===== src/rtl/ws2812b_pixel_fifo.sv =====
// Pixel feeder for the WS2812B serialiser: assembles G,R,B byte writes into
// 24-bit pixels and presents them through a small first-word-fall-through FIFO.
module ws2812b_pixel_fifo #(
    parameter int DEPTH = 4,
    localparam int AW = $clog2(DEPTH)
) (
    input  logic          clk,
    input  logic          rst_n,
    input  logic          wr_en,
    input  logic [7:0]    wr_data,
    input  logic          wr_latch,
    output logic          wr_ready,
    input  logic          flush,
    output logic [23:0]   out_data,
    output logic          out_valid,
    output logic          out_latch,
    input  logic          out_ready,
    output logic [AW:0]   level,
    output logic          underrun
);

    logic [1:0]  byte_idx;
    logic [7:0]  g_byte;
    logic [7:0]  r_byte;
    logic [24:0] mem [DEPTH];
    logic [AW:0] wr_ptr;
    logic [AW:0] rd_ptr;
    logic        frame_open;
    logic        full;
    logic        empty;
    logic        accept;
    logic        push;
    logic        pop;
    logic [24:0] head;

    assign empty = (wr_ptr == rd_ptr);
    assign full  = (wr_ptr[AW] != rd_ptr[AW]) && (wr_ptr[AW-1:0] == rd_ptr[AW-1:0]);

    // Only the B byte needs a free slot; a same-cycle pop does not help it.
    assign wr_ready = !((byte_idx == 2'd2) && full);
    assign accept   = wr_en && wr_ready && !flush;
    assign push     = accept && (byte_idx == 2'd2);
    assign pop      = !empty && out_ready && !flush;

    assign head      = mem[rd_ptr[AW-1:0]];
    assign out_valid = !empty;
    assign out_data  = empty ? 24'd0 : head[23:0];
    assign out_latch = !empty && head[24];
    assign level     = wr_ptr - rd_ptr;

    always_ff @(posedge clk) begin
        if (push) begin
            mem[wr_ptr[AW-1:0]] <= {wr_latch, g_byte, r_byte, wr_data};
        end
    end

    always_ff @(posedge clk) begin
        if (!rst_n || flush) begin
            byte_idx   <= 2'd0;
            g_byte     <= 8'd0;
            r_byte     <= 8'd0;
            wr_ptr     <= '0;
            rd_ptr     <= '0;
            frame_open <= 1'b0;
            underrun   <= 1'b0;
        end else begin
            if (accept) begin
                case (byte_idx)
                    2'd0:    g_byte <= wr_data;
                    2'd1:    r_byte <= wr_data;
                    default: ;
                endcase
                byte_idx <= (byte_idx == 2'd2) ? 2'd0 : byte_idx + 2'd1;
            end
            if (push) begin
                wr_ptr <= wr_ptr + 1'b1;
            end
            if (pop) begin
                rd_ptr     <= rd_ptr + 1'b1;
                frame_open <= !head[24];
            end
            // Serialiser asking for more while a frame is still open means the strip stalls.
            if (out_ready && empty && frame_open) begin
                underrun <= 1'b1;
            end
        end
    end

endmodule


===== config.mk =====
export PLATFORM = sky130hd
export DESIGN_NAME = ws2812b_pixel_fifo
export DESIGN_NICKNAME = d
export VERILOG_FILES = /design/src/rtl/ws2812b_pixel_fifo.sv
export SDC_FILE = /design/constraint.sdc
export NUM_CORES = 1
export LEC_CHECK = 0
export ABC_AREA = 0
export BUFFER_PORTS_ARGS = -buffer_cell sky130_fd_sc_hd__buf_2
export CORE_MARGIN = 5
export CORE_UTILIZATION = 63
export DETAILED_ROUTE_END_ITERATION = 12
export GPL_TIMING_DRIVEN = 0
export PLACE_DENSITY_LB_ADDON = 0.08
export SLEW_MARGIN = 25
export SYNTH_ARGS = -nofsm -noshare
export SYNTH_HDL_FRONTEND = slang
export SYNTH_SLANG_ARGS = --single-unit

===== constraint.sdc =====
create_clock -name clk -period 7.6 [get_ports clk]
set_input_delay 0.38 -clock clk [delete_from_list [all_inputs] [get_ports clk]]
set_output_delay 0.38 -clock clk [all_outputs]
set_load 0.01 [all_outputs]

==> results_dict.tcl, run 1 <==
set metrics [dict create \
    die_w_microns 99.9 \
    power-per-cell-area_nw_per_um2 248 \
    critical_path_required_ns 7.22 \
    switching_share_pct 20.2 \
    synth.largest_area_cell "sky130_fd_sc_hd__edfxtp_1" \
    clk_path_buf_depth 2 \
    diodes 0 \
    report.power.total_mw 1.49 \
    post_drt_antenna_nets 0 \
    timing.hold.worst_endpoint "mem[2][24]$_DFFE_PP_" \
    setup_viol_count_final 0 \
    synth.net_count 323 \
    numClockSinks 128 \
    coreArea_sq_um 7810 \
    via_count_of_the_first_global_routing_pass 2889 \
    syn_to_final_growth_pct 17.8 \
    detailedRoute.firstIterationViolations 141 \
    synth.ff_latch_count 128 \
    share_of_cells_above_drive_strength_1_pct 30.6 \
    globalRouteTotalUtil_pct 21.4 \
    r2r-start "wr_ptr[0]$_SDFFE_PP0P_" \
    synth_top_cell_area_share_pct 59.0 \
    hold_buffers_post_cts 0 \
    routabilityCongestion 0.790 \
    synth_ff_type "sky130_fd_sc_hd__edfxtp_1" \
    globalRouteOverflowTotal 0 \
    status "completed" \
    post-cts-setup-buffers 0 \
    p_leak_nw 2.11 \
    tightestPinTransition_ns 0.741 \
    route.detailed.drc 0 \
    global_route_wire_length_before_repair_microns 15500 \
    synthesis.area_sq_um 5090 \
    unrepaired_setup_endpoints_after_global_routing "false" \
    portBuffers 44 \
    max-cap-violations 0 \
    detail_route.wirelength_microns 9690 \
    die_area_sq_um 9980 \
    yosysWarningCount 0 \
    max_freq_ghz 0.349 \
    wl_per_cell_microns 20.1 \
    tritoncts_clock_tree "yes" \
    hp-start "wr_latch" \
    num_vias 2750 \
    finalHoldViolCount 0 \
    cts_htree_levels 4 \
    total_switching_power_mw 0.301 \
    synth.distinct_cells 36 \
    hold_crit_depth 1 \
    finalMaxSlewViolations 0 \
    start_util_pct 65.2 \
    combPwrFrac_pct 1.5 \
    tritoncts.num_buffers 17 \
    pin_count_of_the_biggest_net_entering_global_routing 26 \
    clk_root_buffer_cell "sky130_fd_sc_hd__clkbuf_8" \
    startpoint_type "flip-flop" \
    biggest_fanout_along_the_worst_timing_path 10 \
    slew-limit-headroom_pct 50.5 \
    clock_skew_ns 0.00661 \
    postSynthAreaPerCell_sq_um 16.9 \
    cellInternalPower_mw 1.18 \
    top_level_ports 45 \
    nFillCells 486 \
    vdd_ir_drop_max_uv 262 \
    timing.final.crit_period_ns 2.87 \
    synth.area.top_cells "sky130_fd_sc_hd__edfxtp_1, sky130_fd_sc_hd__mux4_2, sky130_fd_sc_hd__dfxtp_1, sky130_fd_sc_hd__nor2b_1, sky130_fd_sc_hd__mux2i_1" \
    sum_neg_setup_slack_ns 0 \
    multi_input_area_sq_um 1410 \
    dp_hpwl_microns 5830 \
    finish.net_count 388 \
    hold_class "in2reg" \
    pwr-share-seq_pct 50.7 \
    worstPathArrival_ns 2.49 \
    period_share_pct 37.7 \
    antenna_found_initial 0 \
    clkSlewWorstSetupHoldPaths_ns 0.06 \
    floorplan.rows 32 \
    setup.worst_path.class "reg2out" \
    detailedRoute.firstPassIterationCount 4 \
    die_h_microns 99.9 \
    critPathCaptureType "primary output" \
    r2r-end "mem[0][0]$_DFFE_PP_" \
    syn_inst 301 \
    seqCellArea_sq_um 3560 \
    synth-async-reset-ratio_pct 0 \
    power_frac_clock_pct 47.9 \
    synth.yosys.seq_area_share_pct 70.0 \
    post_cts_resize_count 0 \
    vias_per_cell 5.72 \
    ff2ff_path_depth 6 \
    number_of_synthesized_flops_with_an_enable_pin 100 \
    reg2reg_setup_slack_ns 4.92 \
    clkLatencyLatePin_ns 0.52 \
]
==> cell families (layout without fill, tap and decap cells) <==
logic type	count (synthesis)	in the layout	synth area share [%]
adders and majority gates	8	8	2.11
buffers and inverters	26	104	2.61
muxes	39	39	13.8
xor gates and xnor gates	3	3	0.664
and+or+nand+nor	77	77	8.31
DFF	128	128	70.0
AOI/OAI and AO/OA	20	20	2.48
==> how the worst max path moves through the flow <==
stage / startpoint / end / cells after the start
after global placement: wr_ptr[0]$_SDFFE_PP0P_ / mem[3][11]$_DFFE_PP_ / 5
after CTS: wr_ptr[0]$_SDFFE_PP0P_ / out_data[9] / 7
after floorplan: wr_ptr[0]$_SDFFE_PP0P_ / mem[3][0]$_DFFE_PP_ / 5
final: wr_ptr[0]$_SDFFE_PP0P_ / out_data[9] / 7
after global routing: wr_ptr[0]$_SDFFE_PP0P_ / out_data[9] / 7
after detailed placement: wr_ptr[0]$_SDFFE_PP0P_ / mem[0][7]$_DFFE_PP_ / 6
==> cell usage in the layout, fill, tap and decap left out, drive strengths merged, types with 4 or more instances in the layout <==
master    n
nor2     11
a21oi    12
edfxtp  100
buf      57
ha        7
clkinv    8
and2      4
dfxtp    28
nor2b    27
nand2    23
mux4     25
clkbuf   24
inv      11
mux2i    14
==> critical path: stages, from the launching register on <==
cell and delay (ns):
sky130_fd_sc_hd__dfxtp_1 0.38, sky130_fd_sc_hd__inv_1 0.12, sky130_fd_sc_hd__ha_1 0.32, sky130_fd_sc_hd__nand2_1 0.12, sky130_fd_sc_hd__nor2_2 0.44, sky130_fd_sc_hd__buf_2 0.35, sky130_fd_sc_hd__nor2b_1 0.09, sky130_fd_sc_hd__buf_2 0.14
==> state kept, by name, indices dropped and copies added (netlist names), named ones only <==
signal / count
wr_ptr: 3
frame_open: 1
underrun: 1
byte_idx: 2
rd_ptr: 3
r_byte: 8
mem: 100
g_byte: 8
==> Yosys cell counts, drive strengths merged (2+ instances only) <==
library cell and count:
a21oi 12, and2 4, buf 11, clkbuf 5, dfxtp 28, edfxtp 100
ha 7, inv 10, mux2i 14, mux4 25, nand2 23, nand2b 3
nand4 2, nor2 11, nor2b 27, o211ai 3, xnor2 2
==> metrics by stage <==
| step | hold WS, ns | instance area (sq um) | cells | worst slack [ns] | utilization (%) |
|---|---|---|---|---|---|
| floorplan | 0.459 | 5090 | 301 | 4.04 | - |
| global placement | 0.435 | 5440 | 447 | 2.49 | 69.6 |
| detailed placement | 0.442 | 5480 | 449 | 4.90 | 70.1 |
| CTS | 0.0760 | 6000 | 481 | 4.68 | 76.8 |
| global route | 0.0824 | 6000 | 481 | 4.56 | 76.8 |
| finish | 0.0946 | 6000 | 481 | 4.73 | 76.8 |
==> area by class of cell <==
cell class | instances | share of cell area, %
buffer | 16 | 1.59
clock buffer | 19 | 7.03
clock inverter | 13 | 1.63
inverter | 10 | 0.626
multi-input combinational | 147 | 23.5
sequential | 128 | 59.4
tap | 102 | 2.13
timing repair buffer | 46 | 4.05
==> power by group through the flow <==
stage	clock [mW]	sequential, mW	combinational, mW
detailed placement	0	0.767	0.0210
global placement	0	0.767	0.0202
floorplan	0	0.766	0.0101
finish	0.711	0.753	0.0218
CTS	0.716	0.752	0.0216
global route	0.756	0.752	0.0243
==> metal layers <==
metal	global-route usage (%)	up-vias	wire, microns	part of all wire (%)
li1	-	1263	-	-
met1	26.9	1402	4020	41
met2	36.2	72	5050	52
met3	5.91	13	501	5.2
met4	6.83	0	122	1.3
met5	0	-	0	0
Note: power is estimated with default switching activity, not from simulation.
==> run 2: changes to the inputs <==
- CORE_UTILIZATION: 63 -> 53
- clock period: 7.6 -> 2.5 ns (I/O delays scaled with it)
==> run 2 against run 1 <==
Compared with the run above: cell area rose by 4.5%; global-route usage fell by 2.8 points; via count fell by 0.11%.
==> results_dict.tcl, run 2 (same netlist as run 1, synthesis figures left out) <==
set metrics [dict create \
    status "completed" \
    detailedRoute.firstIterationViolations 165 \
    p_leak_nw 2.20 \
    finalHoldViolCount 0 \
    die_h_microns 108 \
    route.detailed.drc 0 \
    detailedRoute.firstPassIterationCount 4 \
    global_route_wire_length_before_repair_microns 15700 \
    worstPathArrival_ns 2.49 \
    vias_per_cell 5.25 \
    coreArea_sq_um 9280 \
    unrepaired_setup_endpoints_after_global_routing "false" \
    share_of_cells_above_drive_strength_1_pct 32.0 \
    detail_route.wirelength_microns 9700 \
    biggest_fanout_along_the_worst_timing_path 25 \
    slew-limit-headroom_pct 53.6 \
    setup.worst_path.class "reg2reg" \
    tightestPinTransition_ns 0.694 \
    period_share_pct 93.2 \
    finish.instance_area_sq_um 6270 \
    start_util_pct 54.8 \
    hold_crit_depth 4 \
    hold_class "in2reg" \
    diodes 0 \
    critical_path_required_ns 2.66 \
    max_freq_ghz 0.429 \
    placed_cell_area_sq_um 5550 \
    clkLatencyLatePin_ns 0.51 \
    finish.net_count 404 \
    die_w_microns 108 \
    dp_hpwl_microns 6110 \
    post_drt_antenna_nets 0 \
    wl_per_cell_microns 18.5 \
    ff2ff_path_depth 6 \
    finalMaxSlewViolations 0 \
    routabilityCongestion 0.758 \
    portBuffers 44 \
    clock_skew_ns 0.00527 \
    globalRouteOverflowTotal 0 \
    power-per-cell-area_nw_per_um2 740 \
    via_count_of_the_first_global_routing_pass 2920 \
    globalRouteTotalUtil_pct 18.6 \
    floorplan.rows 35 \
    antenna_found_initial 0 \
    critPathCaptureType "flip-flop" \
    sum_neg_setup_slack_ns 0 \
    pin_count_of_the_biggest_net_entering_global_routing 26 \
    max-cap-violations 0 \
    num_vias 2747 \
    clk_root_buffer_cell "sky130_fd_sc_hd__clkbuf_8" \
    numClockSinks 128 \
    setup_viol_count_final 0 \
    clkSlewWorstSetupHoldPaths_ns 0.06 \
    tritoncts.num_buffers 17 \
    mostFrequentLayoutCells "sky130_fd_sc_hd__edfxtp_1, sky130_fd_sc_hd__buf_2, sky130_fd_sc_hd__dfxtp_1" \
    die_area_sq_um 11700 \
    syn_to_final_growth_pct 23.1 \
    timing.final.crit_period_ns 2.33 \
    mostFrequentLayoutCell "sky130_fd_sc_hd__edfxtp_1" \
    vdd_ir_drop_max_uv 535 \
    startpoint_type "flip-flop" \
    cts_htree_levels 4 \
    clk_path_buf_depth 2 \
    largest_reg_flops 100 \
    tritoncts_clock_tree "yes" \
    top_level_ports 45 \
]
[run 2: cell count changes in the layout (fill, tap and decap cells not counted), sizes merged]
cell / previous run / this run
and2: 4 / 5
buf: 57 / 60
bufinv: 1 / 2
clkbuf: 24 / 23
clkinv: 8 / 6
clkinvlp: 3 / 5
dlygate4sd3: 0 / 11
[run 2: stage by stage]
step | setup WS, ns | utilization (%) | hold WS (ns) | total power [mW] | cells
2_1_floorplan | 0.0163 | - | 0.224 | 2.36 | 301
3_3_place_gp | -0.697 | 59.1 | 0.339 | 2.40 | 474
3_5_place_dp | -0.227 | 59.7 | 0.353 | 2.40 | 477
4_1_cts | 0.0445 | 67.4 | 0.0390 | 4.68 | 523
5_1_grt | 0.0349 | 67.5 | 0.0790 | 4.80 | 523
6_report | 0.170 | 67.5 | 0.0605 | 4.64 | 523
[run 2: worst paths after layout]
check / slack [ns] / from / end
hold reg to reg: 0.46 / underrun$_SDFFE_PP0P_ / underrun$_SDFFE_PP0P_
setup reg to reg: 0.17 / wr_ptr[0]$_SDFFE_PP0P_ / mem[2][3]$_DFFE_PP_
hold / removal: 0.06 / flush / wr_ptr[2]$_SDFFE_PP0P_
setup / recovery: 0.17 / wr_ptr[0]$_SDFFE_PP0P_ / mem[2][3]$_DFFE_PP_
[run 2: power breakdown]
part           switching [mW]  internal (mW)
combinational          0.0467         0.0332
clock                   0.865           1.41
sequential            0.00428           2.28
[run 2: critical path, cell delays in order (launching register included)]
cell and delay (ns):
sky130_fd_sc_hd__dfxtp_1 0.38, sky130_fd_sc_hd__inv_1 0.12, sky130_fd_sc_hd__ha_1 0.33, sky130_fd_sc_hd__and2_1 0.16, sky130_fd_sc_hd__clkbuf_1 0.22, sky130_fd_sc_hd__a21oi_4 0.31
sky130_fd_sc_hd__and2_4 0.44
[run 2: final cells by class]
class                           count  area (sq um)
Clock inverter                     14           144
Buffer                             16          97.6
Sequential cell                   128          3560
Tap cell                          129           161
Fill cell                         674          3020
Clock buffer                       17           414
Timing Repair Buffer               61           410
Inverter                           10          37.5
Multi-Input combinational cell    148          1440
[run 2: what timing repair did]
item                       CTS  global route
hold buffers                11             0
cloned                       1             0
hold endpoints to repair    57             0
pin swaps                    3             0
setup buffers                3             0
setup endpoints to repair   96            55
resized for setup            5             2
[run 2: metal layers]
layer | vias up | GRT usage [%] | routed length, microns
met5 | - | 0 | 0
met4 | 0 | 5.41 | 83
met3 | 6 | 5.25 | 466
met2 | 77 | 30.7 | 4920
met1 | 1358 | 24.2 | 4220
li1 | 1306 | - | -
==> run 3: changes to the inputs <==
- CORE_MARGIN: 5 -> 2
- CORE_UTILIZATION: 53 -> 42
==> run 3 against run 2 <==
Compared with the run above: sequential power about the same; hold slack worse by 0.021 ns; final cell count up 5.2%; wire length up 5.3%; global-route usage down 1.3 points; largest cell class unchanged.
==> results_dict.tcl, run 3 (same netlist as run 1, synthesis figures left out) <==
set metrics [dict create \
    status "completed" \
    unrepaired_setup_endpoints_after_global_routing "false" \
    detailedRoute.firstPassIterationCount 4 \
    top_level_ports 45 \
    diodes 0 \
    finish.utilization_pct 53.3 \
    total_switching_power_mw 0.913 \
    crit_slowest_cell "sky130_fd_sc_hd__dfxtp_1" \
    mostFrequentLayoutCells "sky130_fd_sc_hd__edfxtp_1, sky130_fd_sc_hd__buf_2, sky130_fd_sc_hd__dfxtp_1" \
    sum_neg_setup_slack_ns 0 \
    worstPathArrival_ns 2.44 \
    start_util_pct 42.7 \
    max-cap-violations 0 \
    numClockSinks 128 \
    routabilityCongestion 0.722 \
    die_area_sq_um 13000 \
    clkSlewWorstSetupHoldPaths_ns 0.06 \
    globalRouteOverflowTotal 0 \
    count_of_buffer_and_inverter_cells_on_the_critical_path 3 \
    critical_path_required_ns 2.61 \
    die_w_microns 114 \
    global_route.peak_usage_layer "met2" \
    finish.net_count 412 \
    power-per-cell-area_nw_per_um2 725 \
    share_of_cells_above_drive_strength_1_pct 32.8 \
    wl_per_cell_microns 18.6 \
    die_h_microns 114 \
    pin_count_of_the_biggest_net_entering_global_routing 23 \
    period_share_pct 93.2 \
    coreArea_sq_um 11900 \
    critPathCaptureType "flip-flop" \
    largest_reg_flops 100 \
    combPwrFrac_pct 1.7 \
    via_count_of_the_first_global_routing_pass 2798 \
    globalRouteTotalUtil_pct 17.3 \
    slew-limit-headroom_pct 53.3 \
    vias_per_cell 5.12 \
    vdd_ir_drop_max_uv 614 \
    tritoncts.num_buffers 17 \
    nFillCells 1025 \
    clk_path_buf_depth 2 \
    detail_route.wirelength_microns 10200 \
    multi_input_area_sq_um 1440 \
    detailedRoute.firstIterationViolations 139 \
    mostFrequentLayoutCell "sky130_fd_sc_hd__edfxtp_1" \
    grtUsageMet1_pct 22.4 \
    timing.critical_path.cells "inv_1 -> ha_1 -> and2_1 -> clkbuf_1 -> a21oi_4 -> and2_2 -> buf_12" \
    cellInternalPower_mw 3.69 \
    cts_htree_levels 4 \
    antenna_found_initial 0 \
    clkLatencyLatePin_ns 0.42 \
    p_leak_nw 2.24 \
    finalMaxSlewViolations 0 \
    portBuffers 44 \
    clk_root_buffer_cell "sky130_fd_sc_hd__clkbuf_16" \
    pwr-share-seq_pct 49.7 \
    hold_class "in2reg" \
    num_vias 2815 \
    timing.final.crit_period_ns 2.33 \
    hold_ws_ns 0.0393 \
    slack_of_the_critical_path_ns 0.171 \
    global_route_wire_length_before_repair_microns 15900 \
    tritoncts_clock_tree "yes" \
    setup_viol_count_final 0 \
    route.detailed.drc 0 \
    startpoint_type "flip-flop" \
    biggest_fanout_along_the_worst_timing_path 22 \
    setup.worst_path.class "reg2reg" \
    slowest_delay_ns 0.38 \
    post_drt_antenna_nets 0 \
    clock_skew_ns 0.00762 \
    grt_use_met2_pct 26.8 \
    dp_slack_ns -0.283 \
    crit_family "buffers and inverters" \
    finalHoldViolCount 0 \
    globalRouteMet3Util_pct 6.51 \
    floorplan.rows 40 \
    max_freq_ghz 0.429 \
    switching_share_pct 19.8 \
    syn_to_final_growth_pct 24.7 \
    tightestPinTransition_ns 0.698 \
    seqCellArea_sq_um 3560 \
    dp_hpwl_microns 6400 \
    power_frac_clock_pct 48.6 \
]
run 3: changes by cell type in the layout (fill, tap and decap cells not counted), sizes merged:
cell         delta
buf             +9
bufinv          -1
clkbuf          +3
clkinv          +2
clkinvlp        -2
dlygate4sd3     -1
inv             -1
run 3: power by group through the flow:
| stage | Sequential (mW) | Clock [mW] | Combinational [mW] |
|---|---|---|---|
| after floorplan | 2.33 | 0 | 0.0306 |
| after global placement | 2.33 | 0 | 0.0646 |
| after detailed placement | 2.33 | 0 | 0.0664 |
| after CTS | 2.29 | 2.29 | 0.0785 |
| after global routing | 2.29 | 2.40 | 0.0867 |
| final | 2.29 | 2.24 | 0.0780 |
run 3: metrics by stage:
| stage | power, mW | instance area [sq um] | instances |
|---|---|---|---|
| after CTS | 4.66 | 6240 | 539 |
| after detailed placement | 2.40 | 5580 | 496 |
| after global placement | 2.40 | 5510 | 492 |
| after floorplan | 2.36 | 5100 | 301 |
| final | 4.60 | 6340 | 550 |
| after global routing | 4.77 | 6340 | 550 |
run 3: what timing repair did:
action / in CTS / in global routing
hold endpoints to repair: 38 / 0
cloned: 1 / 0
gates resized for setup: 4 / 2
pin swaps: 1 / 3
hold buffers: 10 / 0
endpoints found under the setup margin: 69 / 70
setup buffers: 0 / 11
run 3: worst paths after layout:
check | slack, ns | start | cells after the start | end
max | 0.17 | wr_ptr[0]$_SDFFE_PP0P_ | 7 | mem[1][6]$_DFFE_PP_
min reg2reg | 0.45 | underrun$_SDFFE_PP0P_ | 2 | underrun$_SDFFE_PP0P_
min | 0.04 | wr_en | 3 | byte_idx[0]$_SDFFE_PP0P_
max reg2reg | 0.17 | wr_ptr[0]$_SDFFE_PP0P_ | 7 | mem[1][6]$_DFFE_PP_
run 3: area by class of cell:
| type | count | area share, % |
|---|---|---|
| Sequential cell | 128 | 56.2 |
| Multi-Input combinational cell | 148 | 22.6 |
| Timing Repair Buffer | 69 | 7.65 |
| Clock buffer | 20 | 7.04 |
| Tap cell | 147 | 2.90 |
| Buffer | 16 | 1.54 |
| Clock inverter | 12 | 1.48 |
| Inverter | 10 | 0.592 |
run 3: worst register-to-register path, stage by stage (launching register included):
cell	delay, ns
sky130_fd_sc_hd__dfxtp_1	0.38
sky130_fd_sc_hd__inv_1	0.11
sky130_fd_sc_hd__ha_1	0.33
sky130_fd_sc_hd__and2_1	0.16
sky130_fd_sc_hd__clkbuf_1	0.22
sky130_fd_sc_hd__a21oi_4	0.30
sky130_fd_sc_hd__and2_2	0.29
sky130_fd_sc_hd__buf_12	0.22
run 3: per-layer routing:
layer	share of wire (%)	wire length, microns
met1	45	4630
met4	1.7	177
met2	48	4940
met3	4.6	466
met5	0	0
